File: config.mk
export PLATFORM = sky130hd
export DESIGN_NAME = pic_inta_sequencer
export DESIGN_NICKNAME = d
export VERILOG_FILES = /design/src/rtl/pic_inta_sequencer_pkg.sv /design/src/rtl/pic_inta_sequencer_sync.sv /design/src/rtl/pic_inta_sequencer.sv
export SDC_FILE = /design/constraint.sdc
export NUM_CORES = 1
export LEC_CHECK = 0
export ABC_AREA = 1
export CORE_MARGIN = 10
export CORE_UTILIZATION = 52
export CTS_BUF_LIST = sky130_fd_sc_hd__clkbuf_2 sky130_fd_sc_hd__clkbuf_4 sky130_fd_sc_hd__clkbuf_8
export CTS_CLUSTER_SIZE = 12
export DETAILED_ROUTE_END_ITERATION = 12
export PLACE_DENSITY = 0.92
export SYNTH_ARGS = -nofsm -noshare
export SYNTH_HDL_FRONTEND = slang
export SYNTH_SLANG_ARGS = --single-unit
File: constraint.sdc
create_clock -name clk -period 1.75 [get_ports clk]
set_input_delay 0.525 -clock clk [delete_from_list [all_inputs] [get_ports clk]]
set_output_delay 0.525 -clock clk [all_outputs]
set_load 0.02 [all_outputs]
File: src/rtl/pic_inta_sequencer_pkg.sv
// Shared types and widths for the host-side interrupt acknowledge sequencer.
package pic_pkg;

    localparam int VECTOR_W = 8;
    localparam int CNT_W    = 4;

    typedef enum logic [2:0] {
        IDLE    = 3'd0,
        ACK1    = 3'd1,
        GAP     = 3'd2,
        ACK2    = 3'd3,
        PRESENT = 3'd4,
        RECOVER = 3'd5
    } state_e;

endpackage

File: src/rtl/pic_inta_sequencer_sync.sv
// Two-flop synchronizer with a synchronous active-high reset to RESET_VAL.
module sync_2ff #(
    parameter logic RESET_VAL = 1'b0
) (
    input  logic clk,
    input  logic reset,
    input  logic d,
    output logic q
);

    logic meta_r;
    logic sync_r;

    // Two-stage resynchronisation of the asynchronous input.
    always_ff @(posedge clk) begin
        if (reset) begin
            meta_r <= RESET_VAL;
            sync_r <= RESET_VAL;
        end else begin
            meta_r <= d;
            sync_r <= meta_r;
        end
    end

    assign q = sync_r;

endmodule

File: src/rtl/pic_inta_sequencer.sv
// Generates the two-pulse INTA sequence for an 8259 PIC and hands the captured
// vector to the CPU core over a valid/ready handshake.
module pic_inta_sequencer
    import pic_pkg::*;
#(
    parameter int INTA_LOW_CYCLES = 2,
    parameter int INTA_GAP_CYCLES = 2
) (
    input  logic                clk,
    input  logic                reset,
    input  logic                int_in,
    input  logic                cpu_int_enable,
    input  logic [VECTOR_W-1:0] data_bus_in,
    output logic                inta_n,
    output logic [VECTOR_W-1:0] vector_out,
    output logic                vector_valid,
    input  logic                vector_ready,
    output logic                busy,
    output logic [7:0]          ack_count
);

    localparam logic [CNT_W-1:0] LOW_LOAD = CNT_W'(INTA_LOW_CYCLES - 1);
    localparam logic [CNT_W-1:0] GAP_LOAD = CNT_W'(INTA_GAP_CYCLES - 1);
    localparam logic [CNT_W-1:0] CNT_ONE  = CNT_W'(32'd1);
    localparam logic [CNT_W-1:0] CNT_ZERO = {CNT_W{1'b0}};

    logic                int_sync_s;
    state_e              state_r;
    logic [CNT_W-1:0]    cnt_r;
    logic                inta_n_r;
    logic [VECTOR_W-1:0] vector_r;
    logic                valid_r;
    logic                busy_r;
    logic [7:0]          ack_count_r;

    sync_2ff #(
        .RESET_VAL (1'b0)
    ) u_int_sync (
        .clk   (clk),
        .reset (reset),
        .d     (int_in),
        .q     (int_sync_s)
    );

    // Sequencer FSM; every output is registered from the state being entered.
    always_ff @(posedge clk) begin
        if (reset) begin
            state_r     <= IDLE;
            cnt_r       <= CNT_ZERO;
            inta_n_r    <= 1'b1;
            vector_r    <= {VECTOR_W{1'b0}};
            valid_r     <= 1'b0;
            busy_r      <= 1'b0;
            ack_count_r <= 8'd0;
        end else begin
            case (state_r)
                IDLE: begin
                    if (int_sync_s && cpu_int_enable) begin
                        state_r  <= ACK1;
                        cnt_r    <= LOW_LOAD;
                        inta_n_r <= 1'b0;
                        busy_r   <= 1'b1;
                    end else begin
                        inta_n_r <= 1'b1;
                        busy_r   <= 1'b0;
                    end
                end
                ACK1: begin
                    if (cnt_r == CNT_ZERO) begin
                        state_r  <= GAP;
                        cnt_r    <= GAP_LOAD;
                        inta_n_r <= 1'b1;
                    end else begin
                        cnt_r    <= cnt_r - CNT_ONE;
                        inta_n_r <= 1'b0;
                    end
                end
                GAP: begin
                    if (cnt_r == CNT_ZERO) begin
                        state_r  <= ACK2;
                        cnt_r    <= LOW_LOAD;
                        inta_n_r <= 1'b0;
                    end else begin
                        cnt_r    <= cnt_r - CNT_ONE;
                        inta_n_r <= 1'b1;
                    end
                end
                ACK2: begin
                    // The PIC drives the vector throughout the pulse; take it on the last low cycle.
                    if (cnt_r == CNT_ZERO) begin
                        state_r  <= PRESENT;
                        vector_r <= data_bus_in;
                        valid_r  <= 1'b1;
                        inta_n_r <= 1'b1;
                    end else begin
                        cnt_r    <= cnt_r - CNT_ONE;
                        inta_n_r <= 1'b0;
                    end
                end
                PRESENT: begin
                    if (vector_ready) begin
                        state_r     <= RECOVER;
                        cnt_r       <= GAP_LOAD;
                        valid_r     <= 1'b0;
                        ack_count_r <= ack_count_r + 8'd1;
                    end else begin
                        valid_r <= 1'b1;
                    end
                end
                RECOVER: begin
                    if (cnt_r == CNT_ZERO) begin
                        state_r <= IDLE;
                        busy_r  <= 1'b0;
                    end else begin
                        cnt_r <= cnt_r - CNT_ONE;
                    end
                end
                default: begin
                    state_r  <= IDLE;
                    cnt_r    <= CNT_ZERO;
                    inta_n_r <= 1'b1;
                    valid_r  <= 1'b0;
                    busy_r   <= 1'b0;
                end
            endcase
        end
    end

    assign inta_n       = inta_n_r;
    assign vector_out   = vector_r;
    assign vector_valid = valid_r;
    assign busy         = busy_r;
    assign ack_count    = ack_count_r;

endmodule

==> flow_summary.json <==
{
  "status": "finished clean",
  "skew_ps": 3.483,
  "startpoint": "ack_count[3]$_SDFFE_PP0P_",
  "grt_use_total_pct": 13.19,
  "die_area_um2": 5264,
  "syn_avg_cell_area_um2": 7.182,
  "setup_viol": 0,
  "dpl.hpwl_um": 2572,
  "finalCriticalPeriod_ps": 1641,
  "multiInputGateArea_um2": 749.5,
  "cp_max_fo": 6,
  "dr.pass1.iters": 6,
  "hp-start": "u_int_sync.meta_r$_SDFF_PP0_",
  "power.leakage_nw": 0.8572,
  "drt_iter0_drc": 87,
  "fin_area_um2": 1813,
  "r2r_cells": 6,
  "core_area_um2": 2545,
  "grt_setup_unrepaired": "no",
  "min_period_over_period_pct": 93.80,
  "fill_cells": 209,
  "num_vias": 1364,
  "hold_end": "u_int_sync.q$_SDFF_PP0_",
  "hold-path-cell-count": 2,
  "clock_latency_ps": 320,
  "crit_chain": "dlygate4sd2_1",
  "ys_top_cells_by_count": "39 x nand2_1, 32 x nor2_1, 28 x dfxtp_1, 22 x inv_1, 16 x a21oi_1",
  "path_clk_slew_ps": 140,
  "yosysWarnings": 0,
  "synth_edf_count": 0,
  "crit_family": "flip-flops",
  "synth.largest_area_cell": "dfxtp_1",
  "slowest_delay_ps": 430,
  "synthFlopType": "dfxtp_1",
  "totalWireLength_um": 3374,
  "critPathLaunchType": "register",
  "placedCellCount": 265,
  "final_hold_viol_count": 0,
  "placed_area_um2": 1814,
  "hp-class": "register to register",
  "drc": 0,
  "maxCapViolCount": 0,
  "crit_buf_inv": 1,
  "netlist.area_leader.share_pct": 39.02,
  "cts_root_buf": "clkbuf_4",
  "regArea_um2": 560.5,
  "r2r_slack_ps": 220,
  "drive_gt1_share_pct": 13.45,
  "final_util_pct": 71.24,
  "peakVddDrop_mv": 0.8963,
  "slew_viol_final": 0,
  "syn2layout_area_growth_pct": 26.22,
  "synth_seq_cells": 28,
  "post-place-ws_ps": -36.16,
  "p_per_area_nw_per_um2": 1273,
  "gr-total-overflow": 0,
  "cp.required_ps": 1220,
  "synth_cell_types": 25,
  "cp-end-kind": "output port",
  "max_freq_mhz": 609.2,
  "finalNonFillerCells": 268,
  "grt_pass1_wl_um": 5830,
  "setup_tns_ps": 0,
  "numCtsBuffers": 3,
  "synth.most_common_cell": "nand2_1",
  "syn_nets": 216,
  "n_antenna_cell": 0,
  "setup_slack_ps": 108.6,
  "cts_num_sinks": 28,
  "r2r-end": "cnt_r[0]$_SDFFE_PP0P_",
  "path_class": "register to output port",
  "nets": 256,
  "syn_area_um2": 1436,
  "antenna_found_initial": 0,
  "grt_max_degree": 15,
  "htree_levels": 1,
  "grt_pass1_vias": 1374,
  "start_util_pct": 56.44,
  "maxSlewHeadroom_pct": 70.61,
  "synthArstFlopShare_pct": 0,
  "tritoncts": "yes",
  "vias_per_cell": 5.090,
  "ant_nets": 0,
  "die_h_um": 72.56,
  "post_drt_wl_per_cell_um": 12.59,
  "ys_top_cells_by_area": "dfxtp_1 39%, nand2_1 10%, nor2_1 8.4%",
  "clk_path_buf_depth": 2,
  "port_buffers": 31,
  "synth-seq-area-share_pct": 39.02,
  "whs_ps": 421.1,
  "arrival_ps": 1120,
  "postSynthCellCount": 200,
  "gp_congestion": 0.8458,
  "ios": 32,
  "row_count": 18,
  "tightest_slew_ps": 440.2,
  "die-width_um": 72.56,
  "rr_startpoint": "state_r[0]$_SDFFE_PP0P_",
  "crit_slowest_cell": "dfxtp_1",
  "p_total_mw": 2.308
}
-- cell type report --
| class | count | share of cell area, % |
|---|---|---|
| multi-input cells | 143 | 41.34 |
| clock buffers | 3 | 1.242 |
| inverters | 25 | 5.314 |
| flip-flops and latches | 28 | 30.92 |
| well taps | 30 | 2.070 |
| repair buffers | 39 | 19.12 |
-- worst max-delay path by stage --
stage | endpoint | slack (ps) | depth (start not counted)
final | ack_count[3] | 110 | 1
after global routing | ack_count[3] | 50 | 1
after CTS | ack_count[3] | 90 | 1
after detailed placement | state_r[2]$_SDFFE_PP0P_ | -40 | 8
after global placement | state_r[0]$_SDFFE_PP0P_ | -8 | 8
after floorplan | cnt_r[2]$_SDFFE_PP0P_ | 500 | 9
-- placed cells by master, fill, tap and decap left out, drive strengths merged, types with 2 or more instances in the layout --
cell type	Yosys	layout
nand2	47	47
nor2	38	38
dfxtp	28	28
inv	25	25
dlygate4sd2	0	19
o21ai	18	18
a21oi	16	16
clkdlybuf4s50	0	12
nand3	12	12
buf	2	8
nand4	4	4
ha	3	3
clkbuf	2	3
nor3	2	2
-- where the power goes --
group | internal, mW | total [mW] | switching [mW]
registers | 0.745 | 0.878 | 0.133
logic | 0.418 | 1.17 | 0.749
clock network | 0.0807 | 0.263 | 0.183
-- layer usage --
layer  GRT usage (%)  share of wire [%]  up-vias
met5               0                  0        -
met4           6.118                2.4        0
met3           3.946                6.0       10
met2           22.06                 46       37
met1           14.95                 45      607
li1                -                  -      710
-- repair_timing --
| action | in CTS | in global routing |
|---|---|---|
| endpoints found under the hold margin | 0 | 0 |
| gates resized for setup | 19 | 0 |
| hold buffers | 0 | 0 |
| buffers inserted | 0 | 0 |
| endpoints found under the setup margin | 19 | 0 |
-- registers in the layout (all words and copies together) (netlist names) --
signal and cells:
cnt_r 4, inta_n 1, u_int_sync.meta_r 1, vector_out 8
state_r 3, ack_count 8, vector_valid 1, busy 1
u_int_sync.q 1
-- cell families (layout without fill, tap and decap cells) --
family                     after synthesis  count (layout)  share of synthesized area [%]
xor gates and xnor gates                 2               2                          1.220
and+or+nand+nor                        103             103                          35.45
adders and majority gates                3               3                          2.614
AOI/OAI and AO/OA                       35              35                          12.89
buffers and inverters                   29              67                          8.798
DFF                                     28              28                          39.02
No activity file was read; power rests on OpenSTA's default activity.
